$ cat src/rtl/rv32i_pkg.sv
// Shared RV32I front-end definitions: datapath width, reset vector and the fetch-entry record.
package rv32i_pkg;

    localparam int unsigned WIDTH = 32;
    localparam logic [WIDTH-1:0] RESET_PC = 32'h0000_0000;
    localparam logic [WIDTH-1:0] PC_INC = 32'd4;

    typedef struct packed {
        logic [WIDTH-1:0] instr;
        logic [WIDTH-1:0] pc;
    } fetch_entry_t;

endpackage

$ cat src/rtl/fetch_fifo.sv
// Synchronous prefetch FIFO of {instr, pc} entries with flush; Depth must be a power of two.
module fetch_fifo
    import rv32i_pkg::*;
#(
    parameter int unsigned Depth = 4,
    localparam int unsigned PtrW = $clog2(Depth),
    localparam int unsigned CntW = $clog2(Depth + 1)
) (
    input  logic            clk_i,
    input  logic            rst_ni,
    input  logic            flush_i,
    input  logic            push_i,
    input  fetch_entry_t    push_data_i,
    input  logic            pop_i,
    output logic [CntW-1:0] count_o,
    output fetch_entry_t    head_o
);

    fetch_entry_t    mem_q [Depth];
    logic [PtrW-1:0] rptr_q, rptr_d;
    logic [PtrW-1:0] wptr_q, wptr_d;
    logic [CntW-1:0] count_q, count_d;

    always_comb begin
        rptr_d  = rptr_q;
        wptr_d  = wptr_q;
        count_d = count_q;
        if (flush_i) begin
            rptr_d  = '0;
            wptr_d  = '0;
            count_d = '0;
        end else begin
            if (push_i) wptr_d = wptr_q + 1'b1;
            if (pop_i)  rptr_d = rptr_q + 1'b1;
            case ({push_i, pop_i})
                2'b10:   count_d = count_q + 1'b1;
                2'b01:   count_d = count_q - 1'b1;
                default: count_d = count_q;
            endcase
        end
    end

    always_ff @(posedge clk_i) begin
        if (!rst_ni) begin
            rptr_q  <= '0;
            wptr_q  <= '0;
            count_q <= '0;
        end else begin
            rptr_q  <= rptr_d;
            wptr_q  <= wptr_d;
            count_q <= count_d;
        end
    end

    // Storage is not reset; validity is tracked by count_q alone.
    always_ff @(posedge clk_i) begin
        if (rst_ni && !flush_i && push_i) begin
            mem_q[wptr_q] <= push_data_i;
        end
    end

    assign count_o = count_q;
    assign head_o  = mem_q[rptr_q];

endmodule

$ cat src/rtl/fetch_unit.sv
// Instruction fetch: PC generation, one-cycle ROM reads, prefetch buffering and redirect flush.
module fetch_unit
    import rv32i_pkg::*;
#(
    parameter int unsigned      AddrWidth = 8,
    parameter int unsigned      Depth     = 4,
    parameter logic [WIDTH-1:0] ResetPc   = RESET_PC
) (
    input  logic                 clk_i,
    input  logic                 rst_ni,
    output logic                 imem_req_o,
    output logic [AddrWidth-1:0] imem_addr_o,
    input  logic [WIDTH-1:0]     imem_rdata_i,
    input  logic                 redirect_i,
    input  logic [WIDTH-1:0]     redirect_target_i,
    output logic                 instr_valid_o,
    output logic [WIDTH-1:0]     instr_o,
    output logic [WIDTH-1:0]     instr_pc_o,
    input  logic                 instr_ready_i
);

    localparam int unsigned CntW = $clog2(Depth + 1);
    localparam logic [CntW:0] DepthOcc = (CntW + 1)'(Depth);

    logic [WIDTH-1:0] fetch_pc_q, fetch_pc_d;
    logic [WIDTH-1:0] pending_pc_q, pending_pc_d;
    logic             pending_q, pending_d;

    logic [CntW-1:0]  count;
    logic [CntW:0]    occupancy;
    logic             issue, push, pop, has_entry;
    fetch_entry_t     head, push_entry;

    // Reserve a slot for the in-flight read so a response can never overflow the buffer.
    assign occupancy  = {1'b0, count} + {{CntW{1'b0}}, pending_q};
    assign issue      = rst_ni & ~redirect_i & (occupancy < DepthOcc);
    assign push       = pending_q & ~redirect_i;
    assign has_entry  = rst_ni & (count != '0);
    assign pop        = instr_valid_o & instr_ready_i;
    assign push_entry = '{instr: imem_rdata_i, pc: pending_pc_q};

    always_comb begin
        fetch_pc_d   = fetch_pc_q;
        pending_pc_d = pending_pc_q;
        pending_d    = 1'b0;
        if (redirect_i) begin
            fetch_pc_d = {redirect_target_i[WIDTH-1:2], 2'b00};
        end else if (issue) begin
            pending_d    = 1'b1;
            pending_pc_d = fetch_pc_q;
            fetch_pc_d   = fetch_pc_q + PC_INC;
        end
    end

    always_ff @(posedge clk_i) begin
        if (!rst_ni) begin
            fetch_pc_q   <= ResetPc;
            pending_pc_q <= '0;
            pending_q    <= 1'b0;
        end else begin
            fetch_pc_q   <= fetch_pc_d;
            pending_pc_q <= pending_pc_d;
            pending_q    <= pending_d;
        end
    end

    fetch_fifo #(
        .Depth(Depth)
    ) u_fetch_fifo (
        .clk_i      (clk_i),
        .rst_ni     (rst_ni),
        .flush_i    (redirect_i),
        .push_i     (push),
        .push_data_i(push_entry),
        .pop_i      (pop),
        .count_o    (count),
        .head_o     (head)
    );

    assign imem_req_o    = issue;
    assign imem_addr_o   = fetch_pc_q[AddrWidth-1:0];
    assign instr_valid_o = has_entry & ~redirect_i;
    assign instr_o       = has_entry ? head.instr : '0;
    assign instr_pc_o    = has_entry ? head.pc : '0;

endmodule

$ cat config.mk
export PLATFORM = sky130hd
export DESIGN_NAME = fetch_unit
export DESIGN_NICKNAME = d
export VERILOG_FILES = /design/src/rtl/rv32i_pkg.sv /design/src/rtl/fetch_fifo.sv /design/src/rtl/fetch_unit.sv
export SDC_FILE = /design/constraint.sdc
export NUM_CORES = 1
export LEC_CHECK = 0
export BUFFER_PORTS_ARGS = -buffer_cell sky130_fd_sc_hd__buf_2
export CAP_MARGIN = 15
export CORE_MARGIN = 1.5
export CORE_UTILIZATION = 45
export DETAILED_ROUTE_END_ITERATION = 10
export SETUP_SLACK_MARGIN = 0.5
export SYNTH_ARGS = -nofsm -noshare
export SYNTH_HDL_FRONTEND = slang
export SYNTH_SLANG_ARGS = --single-unit
$ cat constraint.sdc
create_clock -name clk_i -period 5.82 [get_ports clk_i]
set_input_delay 0.291 -clock clk_i [delete_from_list [all_inputs] [get_ports clk_i]]
set_output_delay 0.291 -clock clk_i [all_outputs]
set_load 0.01 [all_outputs]
==> results.cfg <==
[die]
die_width_um = 172
core_um2 = 27900
boundaryPins = 142
fp.dieArea_um2 = 29500
placementRows = 61
floorplan.initialDensity = 0.459
die_h_um = 172

[worst_setup_path]
timing.rr.start = pending_q
slowest_stage = dfxtp_4
endpoint_kind = primary output
worstPathCellList = buf_4, mux4_2, and3_1, buf_2
worstSetupPathType = reg -> out
worst_ep_arrival_time_ns = 2.94
timing.critical_path.required_ns = 5.53
worstSetupStartpointType = register
reg2reg_setup_slack_ns = 3.37
slowest_delay_ns = 0.89
path_max_fanout = 38

[global_route]
grt_pass1_wl_um = 42900
grt_use_total = 0.192
antenna_violations_before_repair = 0
grt_overflow = 0
first_global_vias = 7488
grt_start_max_net_pins = 80

[logic_synthesis]
syn_avg_cell_area_um2 = 15.6
synth_area_um2 = 12800
distinct_cell_type_count_of_the_synthesized_netlist = 55
post-synth-top-area-fraction = 0.581
yosys.area.top_type = edfxtp_1
synth.top_cells.by_area = edfxtp_1 (58%), dfxtp_1 (11%), mux4_2 (11%)
synth-edff-count = 248
most_common_cell_in_the_netlist = edfxtp_1
synth_warnings = 0
synthesis.instances = 822
netlist_top_cells_count = edfxtp_1 (248), nand2_1 (83), and3_1 (72)
synthFlopType = edfxtp_1
synth.yosys.seq_area_share = 0.691
postSynthRegisterBits = 318
synth-async-reset-ratio = 0

[timing]
post-route-period-util = 0.554
timing_max_transition_violations_final = 0
setup-violations-final = 0
fin_skew_ns = 0.0171
hold_viol = 0
worst_setup_slack_final_ns = 2.59
fin_hold_ws_ns = 0.0180
layout_min_cycle_time_ns = 3.23
tightestPinTransition_ns = 0.978
fmaxAchievable_mhz = 310
slew_headroom = 0.348
sum_of_negative_setup_slack_ns = 0
setup_repair_after_global_routing_missed_its_margin = false

[hold_path]
hold_path_startpoint = imem_rdata_i[31]
holdCritPathClass = in -> reg

[cells_and_area]
finalInstanceArea_um2 = 14900
post_route_cells_drive_above_1_share = 0.278
design.final.nets = 1030
share_of_the_core_filled_with_cells = 0.535
syn_to_final_growth_pct = 16.7
nFillCells = 2378
antennaDiodeCount = 0

[cts]
cts_num_sinks = 318
level_count_of_the_clock_h_tree = 2
clk_pin_slew_ns = 0.06
tritoncts.num_buffers = 34
cts_tree = yes
clock_tree.buffer_depth = 3
clk_latency_ns = 0.50
clock_root_buffer = clkbuf_16

[pwr]
vdd_drop_max_mv = 0.161
power_leakage_nw = 5.44
pwr_density_cell_nw_per_um2 = 315

[drt]
drt-total-wl_um = 27600
route.top_layer_used = met4
antenna_left = 0
detailroute.via_count = 7473
wl_met3_um = 1320
route.layer.met1.wl_um = 12500
drt-wirelength-per-cell_um = 20.4
initialDrtViolationCount = 540
route.detailed.vias_per_inst = 5.51
wl_met2_um = 13300
remaining_drc_errors = 0
iteration_count_of_the_initial_detailed_routing_pass = 4

[place]
gp_routability_congestion = 0.766
io_buffers = 135
placed_area_um2 = 13700
dpl.hpwl_um = 15700
placement.setup.worst_slack_ns = 2.82

[status]
outcome = finished clean

[flow_run]
drv.max_cap_violation_count = 0
## through the flow
stage / instances / total power [mW]
2_1_floorplan: 825 / 2.63
3_3_place_gp: 1282 / 2.69
3_5_place_dp: 1282 / 2.69
4_1_cts: 1356 / 4.75
5_1_grt: 1356 / 4.86
6_report: 1356 / 4.71
## logic make-up (layout without fill, tap and decap cells)
family / count (synthesis) / in the layout / synth area share
flip-flops: 318 / 318 / 0.691
AO/OA/AOI/OAI: 101 / 101 / 0.0495
other: 1 / 4 / 0.000293
adder cells (fa/ha/maj): 7 / 7 / 0.00742
AND/OR/NAND/NOR: 243 / 243 / 0.104
buffers and inverters: 76 / 229 / 0.0294
multiplexers: 65 / 65 / 0.111
XOR/XNOR: 11 / 11 / 0.00752
## registers in the layout, summed over array words and instances, names as in the netlist, named ones only
register              cells
fetch_pc_q               30
pending_pc_q             30
pending_q                 1
u_fetch_fifo.count_o      3
u_fetch_fifo.mem_q      248
u_fetch_fifo.rptr_q       2
u_fetch_fifo.wptr_q       2
## worst paths after layout
kind | end | cells past startpoint
worst max-delay path | instr_pc_o[25] | 4
worst min-delay path | u_fetch_fifo.mem_q[2][63] | 1
worst max register to register | u_fetch_fifo.mem_q[0][60] | 2
worst min register to register | pending_pc_q[31] | 2
## placed cells by master, fill, tap and decap left out, drive strengths merged, types with 12 or more instances in the layout
cell         synthesis  layout
edfxtp             248     248
a31oi               15      15
nor2                17      17
dlygate4sd3          0      15
mux4                62      62
a21oi               40      40
clkbuf              41      50
dfxtp               70      70
and3                72      72
o21ai               18      18
nand2               83      83
nand3               17      17
nand4               12      12
buf                 26     146
or4                 13      13
## metal layers
layer,vias up,GRT usage
met5,-,0
met4,0,0.0469
met3,36,0.0290
met2,204,0.313
met1,3762,0.272
li1,3471,-
## worst max-delay path: cells and delay by family (launching register included)
family / cells / cell delay [ns]
and+or+nand+nor: 1 / 0.22
buffers and inverters: 2 / 0.71
muxes: 1 / 0.56
DFF: 1 / 0.89
## what timing repair did
item	in CTS	in global routing
gates resized for setup	0	0
endpoints found under the hold margin	51	0
setup buffers	0	0
hold buffers	15	0
## power by group
part           leakage (nW)  internal (mW)  switching, mW
clock                 0.526           1.22          0.832
sequential             2.97           2.47         0.0371
combinational          1.94         0.0591         0.0907
## cell type report
cell class / count / area (um^2) / area share
clock buffer: 50 / 1020 / 0.0686
clock inverter: 9 / 47.5 / 0.00318
inverter: 9 / 33.8 / 0.00226
multi-input combinational: 431 / 3600 / 0.241
sequential: 318 / 8860 / 0.593
tap: 378 / 473 / 0.0316
timing repair buffer: 161 / 908 / 0.0608
Power figures use the tool's default switching activity.
